`src/rtl/alu_rf_sequencer_pkg.sv`:
```
// Shared definitions for the ALU/register-file sequencer: FSM state
// encodings and the ALU opcode map used by the attached datapath.
package alu_rf_sequencer_pkg;

    typedef enum logic [1:0] {
        ST_IDLE  = 2'd0,
        ST_READ  = 2'd1,
        ST_EXEC  = 2'd2,
        ST_WRITE = 2'd3
    } state_t;

    // Opcode map understood by the external ALU; the sequencer only forwards it.
    localparam logic [2:0] OP_ADD    = 3'd0;
    localparam logic [2:0] OP_SUB    = 3'd1;
    localparam logic [2:0] OP_AND    = 3'd2;
    localparam logic [2:0] OP_OR     = 3'd3;
    localparam logic [2:0] OP_XOR    = 3'd4;
    localparam logic [2:0] OP_PASS_B = 3'd5;

endpackage

```
`src/rtl/alu_rf_sequencer_operand_sel.sv`:
```
// Operand-B selector: picks the immediate or the register read data,
// built bit by bit so it maps onto plain LUT muxes.
module alu_rf_sequencer_operand_sel #(
    parameter int DATA_W = 4
) (
    input  logic              use_imm,
    input  logic [DATA_W-1:0] imm,
    input  logic [DATA_W-1:0] reg_data,
    output logic [DATA_W-1:0] operand
);

    // One 2:1 mux per data bit.
    for (genvar gi = 0; gi < DATA_W; gi++) begin : g_bit
        assign operand[gi] = use_imm ? imm[gi] : reg_data[gi];
    end

endmodule

```
`src/rtl/alu_rf_sequencer.sv`:
```
// Multi-cycle controller running one register-to-register ALU instruction
// at a time: IDLE (accept) -> READ (fetch operands) -> EXEC (drive ALU)
// -> WRITE (write back, pulse done) -> IDLE.
module alu_rf_sequencer
    import alu_rf_sequencer_pkg::*;
#(
    parameter int DATA_W = 4,
    parameter int ADDR_W = 3,
    parameter int OP_W   = 3
) (
    input  logic              clk,
    input  logic              reset,
    input  logic              instr_valid,
    output logic              instr_ready,
    input  logic [OP_W-1:0]   instr_op,
    input  logic [ADDR_W-1:0] instr_rd,
    input  logic [ADDR_W-1:0] instr_rs1,
    input  logic [ADDR_W-1:0] instr_rs2,
    input  logic [DATA_W-1:0] instr_imm,
    input  logic              instr_use_imm,
    input  logic              instr_wb,
    output logic [ADDR_W-1:0] rf_raddr_a,
    output logic [ADDR_W-1:0] rf_raddr_b,
    input  logic [DATA_W-1:0] rf_rdata_a,
    input  logic [DATA_W-1:0] rf_rdata_b,
    output logic              rf_we,
    output logic [ADDR_W-1:0] rf_waddr,
    output logic [DATA_W-1:0] rf_wdata,
    output logic [OP_W-1:0]   alu_op,
    output logic [DATA_W-1:0] alu_a,
    output logic [DATA_W-1:0] alu_b,
    input  logic [DATA_W-1:0] alu_y,
    input  logic              alu_cout,
    output logic              done,
    output logic [DATA_W-1:0] result,
    output logic              result_cout
);

    state_t state_reg, state_next;

    // Instruction register
    logic [OP_W-1:0]   ir_op_reg;
    logic [ADDR_W-1:0] ir_rd_reg;
    logic [ADDR_W-1:0] ir_rs1_reg;
    logic [ADDR_W-1:0] ir_rs2_reg;
    logic [DATA_W-1:0] ir_imm_reg;
    logic              ir_use_imm_reg;
    logic              ir_wb_reg;

    // Operand and result registers
    logic [DATA_W-1:0] opa_reg;
    logic [DATA_W-1:0] opb_reg;
    logic [DATA_W-1:0] result_reg;
    logic              result_cout_reg;

    logic [DATA_W-1:0] opb_sel;
    logic              accept;

    assign accept = instr_valid && instr_ready;

    alu_rf_sequencer_operand_sel #(
        .DATA_W (DATA_W)
    ) u_operand_sel (
        .use_imm  (ir_use_imm_reg),
        .imm      (ir_imm_reg),
        .reg_data (rf_rdata_b),
        .operand  (opb_sel)
    );

    // State register
    always_ff @(posedge clk) begin
        if (reset) begin
            state_reg <= ST_IDLE;
        end else begin
            state_reg <= state_next;
        end
    end

    // Next-state logic: fixed four-step ring, leaves IDLE only on a handshake
    always_comb begin
        state_next = state_reg;
        case (state_reg)
            ST_IDLE:  if (accept) state_next = ST_READ;
            ST_READ:  state_next = ST_EXEC;
            ST_EXEC:  state_next = ST_WRITE;
            ST_WRITE: state_next = ST_IDLE;
            default:  state_next = ST_IDLE;
        endcase
    end

    // Datapath registers: IR loads only on accept, operands in READ, result in EXEC
    always_ff @(posedge clk) begin
        if (reset) begin
            ir_op_reg       <= '0;
            ir_rd_reg       <= '0;
            ir_rs1_reg      <= '0;
            ir_rs2_reg      <= '0;
            ir_imm_reg      <= '0;
            ir_use_imm_reg  <= 1'b0;
            ir_wb_reg       <= 1'b0;
            opa_reg         <= '0;
            opb_reg         <= '0;
            result_reg      <= '0;
            result_cout_reg <= 1'b0;
        end else begin
            if (state_reg == ST_IDLE && accept) begin
                ir_op_reg      <= instr_op;
                ir_rd_reg      <= instr_rd;
                ir_rs1_reg     <= instr_rs1;
                ir_rs2_reg     <= instr_rs2;
                ir_imm_reg     <= instr_imm;
                ir_use_imm_reg <= instr_use_imm;
                ir_wb_reg      <= instr_wb;
            end
            if (state_reg == ST_READ) begin
                opa_reg <= rf_rdata_a;
                opb_reg <= opb_sel;
            end
            if (state_reg == ST_EXEC) begin
                result_reg      <= alu_y;
                result_cout_reg <= alu_cout;
            end
        end
    end

    // Outputs: each bus is driven only in its own state and parked at 0 otherwise;
    // reset masks ready/we/done so an abandoned instruction never writes back
    always_comb begin
        instr_ready = 1'b0;
        rf_raddr_a  = '0;
        rf_raddr_b  = '0;
        rf_we       = 1'b0;
        rf_waddr    = '0;
        rf_wdata    = '0;
        alu_op      = '0;
        alu_a       = '0;
        alu_b       = '0;
        done        = 1'b0;
        case (state_reg)
            ST_IDLE: begin
                instr_ready = !reset;
            end
            ST_READ: begin
                rf_raddr_a = ir_rs1_reg;
                rf_raddr_b = ir_rs2_reg;
            end
            ST_EXEC: begin
                alu_op = ir_op_reg;
                alu_a  = opa_reg;
                alu_b  = opb_reg;
            end
            ST_WRITE: begin
                rf_we    = ir_wb_reg && !reset;
                rf_waddr = ir_rd_reg;
                rf_wdata = result_reg;
                done     = !reset;
            end
            default: ;
        endcase
    end

    assign result      = result_reg;
    assign result_cout = result_cout_reg;

endmodule

```
`config.mk`:
```
export PLATFORM = sky130hd
export DESIGN_NAME = alu_rf_sequencer
export DESIGN_NICKNAME = d
export VERILOG_FILES = /design/src/rtl/alu_rf_sequencer_pkg.sv /design/src/rtl/alu_rf_sequencer_operand_sel.sv /design/src/rtl/alu_rf_sequencer.sv
export SDC_FILE = /design/constraint.sdc
export NUM_CORES = 1
export LEC_CHECK = 0
export BUFFER_PORTS_ARGS = -buffer_cell sky130_fd_sc_hd__buf_2
export CAP_MARGIN = 20
export CORE_ASPECT_RATIO = 0.5
export CORE_UTILIZATION = 44
export CTS_BUF_LIST = sky130_fd_sc_hd__clkbuf_4
export CTS_CLUSTER_SIZE = 25
export DETAILED_ROUTE_END_ITERATION = 6
export PLACE_DENSITY_LB_ADDON = 0.08
export SYNTH_ARGS = -nofsm -noshare
export SYNTH_HDL_FRONTEND = slang
export SYNTH_SLANG_ARGS = --single-unit
```
`constraint.sdc`:
```
create_clock -name clk -period 1.4 [get_ports clk]
set_clock_uncertainty 0.2 [all_clocks]
set_input_delay 0.21 -clock clk [delete_from_list [all_inputs] [get_ports clk]]
set_output_delay 0.21 -clock clk [all_outputs]
set_load 0.01 [all_outputs]
```
==> results of run 1 <==
## synth_stat cells, types with 3 or more instances
library cell  count  area [um^2]
a21oi_2          10        87.58
buf_2             7        35.03
a211oi_1          5        37.54
mux2i_1          14        140.1
nand2_1          34        127.6
nor2_1           16        60.06
and2_1           25        156.4
dfxtp_1          33        660.6
a21oi_1           8        40.04
nand2_2           3        18.77
clkbuf_1          3        11.26
ha_1              4        50.05
## logic make-up after synthesis
family	share of synthesized area [%]
fa+ha+maj	3.345
compound gates	11.04
flops	44.15
mux	9.364
simple gates	26.17
buf+inv	5.936
## metrics by stage
stage / hold slack [ns] / setup slack [ns]
4_1_cts: 0.01310 / -0.3671
3_3_place_gp: 0.2413 / -0.1020
3_5_place_dp: 0.2460 / -0.2062
2_1_floorplan: 0.1369 / -0.003762
## timing repair
| action | 4_1_cts |
|---|---|
| setup buffers | 7 |
| hold endpoints to repair | 29 |
| pin swaps | 52 |
| endpoints found under the setup margin | 55 |
| resized for setup | 89 |
| hold buffers | 29 |
| gates cloned | 6 |
==> metrics.yaml, run 1 <==
ioPinCount: 66
cts.htree.levels: 2
hpwl_um: 2375
clockRootBuffer: "clkbuf_4"
stop_stage: "5_1_grt"
fp.dieH_um: 43.24
syn_inst: 170
synth_cell_types: 18
syn-num-nets: 208
place_inst: 275
syn_area_per_cell_um2: 8.803
synth_edf_count: 0
tool.error: "[ERROR DPL-0033] detailed placement checks failed during check placement."
die_w_um: 84.48
ctsLongestPathBuffers: 2
cts.sinks: 33
placed_cell_area_um2: 1968
initial_core_util_pct: 47.99
async_flop_share_pct: 0
yosysSeqAreaShare_pct: 44.15
place.gp.congestion: 0.7503
port_buffers: 65
rows: 14
ys_ff_latch: 33
numCtsBuffers: 5
yosysWarnings: 0
grt_max_degree: 14
endpoint_type: "primary output"
ys.flop_type: "dfxtp_1"
status: "stopped before the end"
syn_area_um2: 1496
worstEndpointGrtRepair: "alu_a[2]"
antenna_found_initial: 1
==> run 2: changes to the inputs <==
--- a/config.mk
+++ b/config.mk
@@ -7,12 +7,9 @@
 export LEC_CHECK = 0
 export BUFFER_PORTS_ARGS = -buffer_cell sky130_fd_sc_hd__buf_2
 export CAP_MARGIN = 20
-export CORE_ASPECT_RATIO = 0.5
-export CORE_UTILIZATION = 44
-export CTS_BUF_LIST = sky130_fd_sc_hd__clkbuf_4
-export CTS_CLUSTER_SIZE = 25
+export CORE_UTILIZATION = 40
 export DETAILED_ROUTE_END_ITERATION = 6
-export PLACE_DENSITY_LB_ADDON = 0.08
+export PLACE_DENSITY_LB_ADDON = 0.15
 export SYNTH_ARGS = -nofsm -noshare
 export SYNTH_HDL_FRONTEND = slang
 export SYNTH_SLANG_ARGS = --single-unit
==> constraint.sdc (replaced) <==
create_clock -name clk -period 1.82 [get_ports clk]
set_clock_uncertainty 0.2 [all_clocks]
set_input_delay 0.273 -clock clk [delete_from_list [all_inputs] [get_ports clk]]
set_output_delay 0.273 -clock clk [all_outputs]
set_load 0.01 [all_outputs]
==> metrics.yaml, run 2 <==
reg2reg_from: "state_reg[1]"
grt_max_degree: 22
status: "finished, final reports clean"
tightest_slew_ns: 0.3549
antenna_cells: 0
hp-class: "primary input to flop"
grtUsageMet1_pct: 18.27
die_w_um: 63.17  # -25%
cp-end-kind: "primary output"
r2r-end: "ir_rd_reg[0]"
drive_gt1_share_pct: 39.91
power_frac_comb_pct: 37.5
mostFrequentLayoutCells: "buf_2 (65), nand2_1 (34), dfxtp_1 (32)"
grt_pass1_vias: 1157
yosysSeqAreaShare_pct: 44.15  # unchanged
synth.area.top_cells: "dfxtp_1 (44%), and2_1 (10%), mux2i_1 (9.4%), nand2_1 (8.5%), a21oi_2 (5.9%)"
synth_cell_types: 18  # unchanged
crit_required_ns: 1.35
rows: 21  # +7
syn_area_um2: 1496  # unchanged
ioPinCount: 66  # unchanged
power_frac_seq_pct: 42.0
hp-start: "instr_rs1[2]"
synth_common_cells: "nand2_1 (34), dfxtp_1 (33), and2_1 (25), nor2_1 (16), mux2i_1 (14)"
dieArea_um2: 3990
setup_slack_ns: 0.02811
switching_share_pct: 35.19
rsz0062_at_grt: "yes"
async_flop_share_pct: 0  # unchanged
final_common_cell: "buf_2"
grt-busiest-layer: "met2"
hold_viol_final: 0
ctsLongestPathBuffers: 2  # unchanged
utilization_pct: 55.09
hpwl_um: 2129  # -10%
clkPwrFrac_pct: 20.5
use_met2_pct: 26.61
finalPower_uw: 2389
syn_area_per_cell_um2: 8.803  # unchanged
place.gp.congestion: 0.6772  # -9.7%
clockRootBuffer: "clkbuf_8"
antenna_found_initial: 0
drtPass1Iterations: 6
drv_slew: 0
syn_inst: 170  # unchanged
avgViaCountPerCell: 4.541
drc_errors: 0
power_density_nw_per_um2: 1251
grtUsageMet3_pct: 5.616
setup_viol: 0
grt_util_all_layers_pct: 15.51
cts.sinks: 33  # unchanged
ir_drop_mv: 0.5313
start_kind: "flop"
path_class: "flop to primary output"
synth_edf_count: 0  # unchanged
r2r_slack_ns: 0.29
area_delta_synth_final_pct: 27.68
initial_core_util_pct: 43.15  # -4.8 points
relSlewSlack_pct: 76.25
port_buffers: 65  # unchanged
ys_ff_latch: 33  # unchanged
reg2regPathDepth: 5
netSwitchingPower_uw: 840.9
fp.coreArea_um2: 3468
wirelength_um: 2981
worstPathArrival_ns: 1.32
wl_per_cell_um: 10.68
fmax_mhz: 558.1
num_vias: 1267
synth_top_area_share_pct: 44.15  # unchanged
fin_crit_ns: 1.792
synth.most_common_cell: "nand2_1"
syn-num-nets: 208  # unchanged
crit_start: "state_reg[1]"
synth_area_leader_cell: "dfxtp_1"
max_cap_viol_count: 0
grt_pass1_wl_um: 4871
holdBufCountCts: 0  # -100%
intPower_uw: 1548
ant_nets: 0
fp.dieH_um: 63.17  # +46%
ys.flop_type: "dfxtp_1"
crit_end: "rf_we"
cp_max_fo: 8
cts.htree.levels: 2  # unchanged
grt_overflow_total: 0
path_clk_slew_ns: 0.07
cts_tree: "yes"
drtIter0Drc: 32
yosysWarnings: 0  # unchanged
place_ws_ns: 0.1592  # +0.3654 ns
nets: 272
finalCritPeriodShare_pct: 98.46
p_leak_uw: 0.0008989
clk_latency_ns: 0.28
numCtsBuffers: 5  # unchanged
run 2: cell counts after synthesis:
Identical to the previous run, type by type.
run 2: worst min path at each step:
stage	endpoint	cells after the start
floorplan	ir_op_reg[2]	2
finish	ir_rs1_reg[2]	3
global placement	ir_op_reg[0]	2
CTS	ir_rs2_reg[0]	3
detailed placement	ir_rs1_reg[0]	2
global route	ir_rs1_reg[2]	3
run 2: cell type report:
type	count	area [um^2]
Clock inverter	1	5.005
Tap cell	46	57.56
Clock buffer	5	68.82
Timing Repair Buffer	69	355.3
Fill cell	335	1558
Inverter	2	7.507
Multi-Input combinational cell	123	754.5
Sequential cell	33	661.9
run 2: critical path, stage by stage (launching register included):
cell	delay (ns)
dfxtp_1	0.38
ha_2	0.26
nor2b_1	0.16
and2_1	0.13
buf_2	0.12
run 2: repair_timing:
action                     CTS  global route
buffers inserted             0             0
hold endpoints to repair     0             0
setup endpoints to repair   12            19
gates resized for setup      2             2
run 2: logic make-up after synthesis:
kind of cell             Yosys count  synth area share [%]
AND/OR/NAND/NOR                   82                 26.17
adder cells (fa/ha/maj)            4                 3.345
AO/OA/AOI/OAI                     23                 11.04
flip-flops                        33                 44.15
multiplexers                      14                 9.364
buffers and inverters             14                 5.936
run 2: power by group through the flow:
stage	Combinational [uW]	Clock, uW	Sequential [uW]
after floorplan	731	0	1000
after global placement	906	0	1010
after detailed placement	907	0	1020
after CTS	914	506	1000
after global routing	1010	539	1030
final	895	490	1000
run 2: metrics by stage:
| step | TNS [ns] | hold slack [ns] | std cells | cell area, um^2 |
|---|---|---|---|---|
| after floorplan | 0 | 0.1999 | 170 | 1496 |
| after global placement | 0 | 0.2410 | 273 | 1828 |
| after detailed placement | 0 | 0.2477 | 273 | 1828 |
| after CTS | -0.01118 | 0.01955 | 279 | 1907 |
| after global routing | -0.5782 | 0.02827 | 279 | 1911 |
| final | 0 | 0.02616 | 279 | 1911 |
run 2: layer usage:
metal / vias to the layer above / part of all wire [%]
li1: 667 / -
met1: 565 / 47
met2: 35 / 48
met3: 0 / 5.0
met4: 0 / 0
met5: - / 0
No activity file was read; power rests on OpenSTA's default activity.
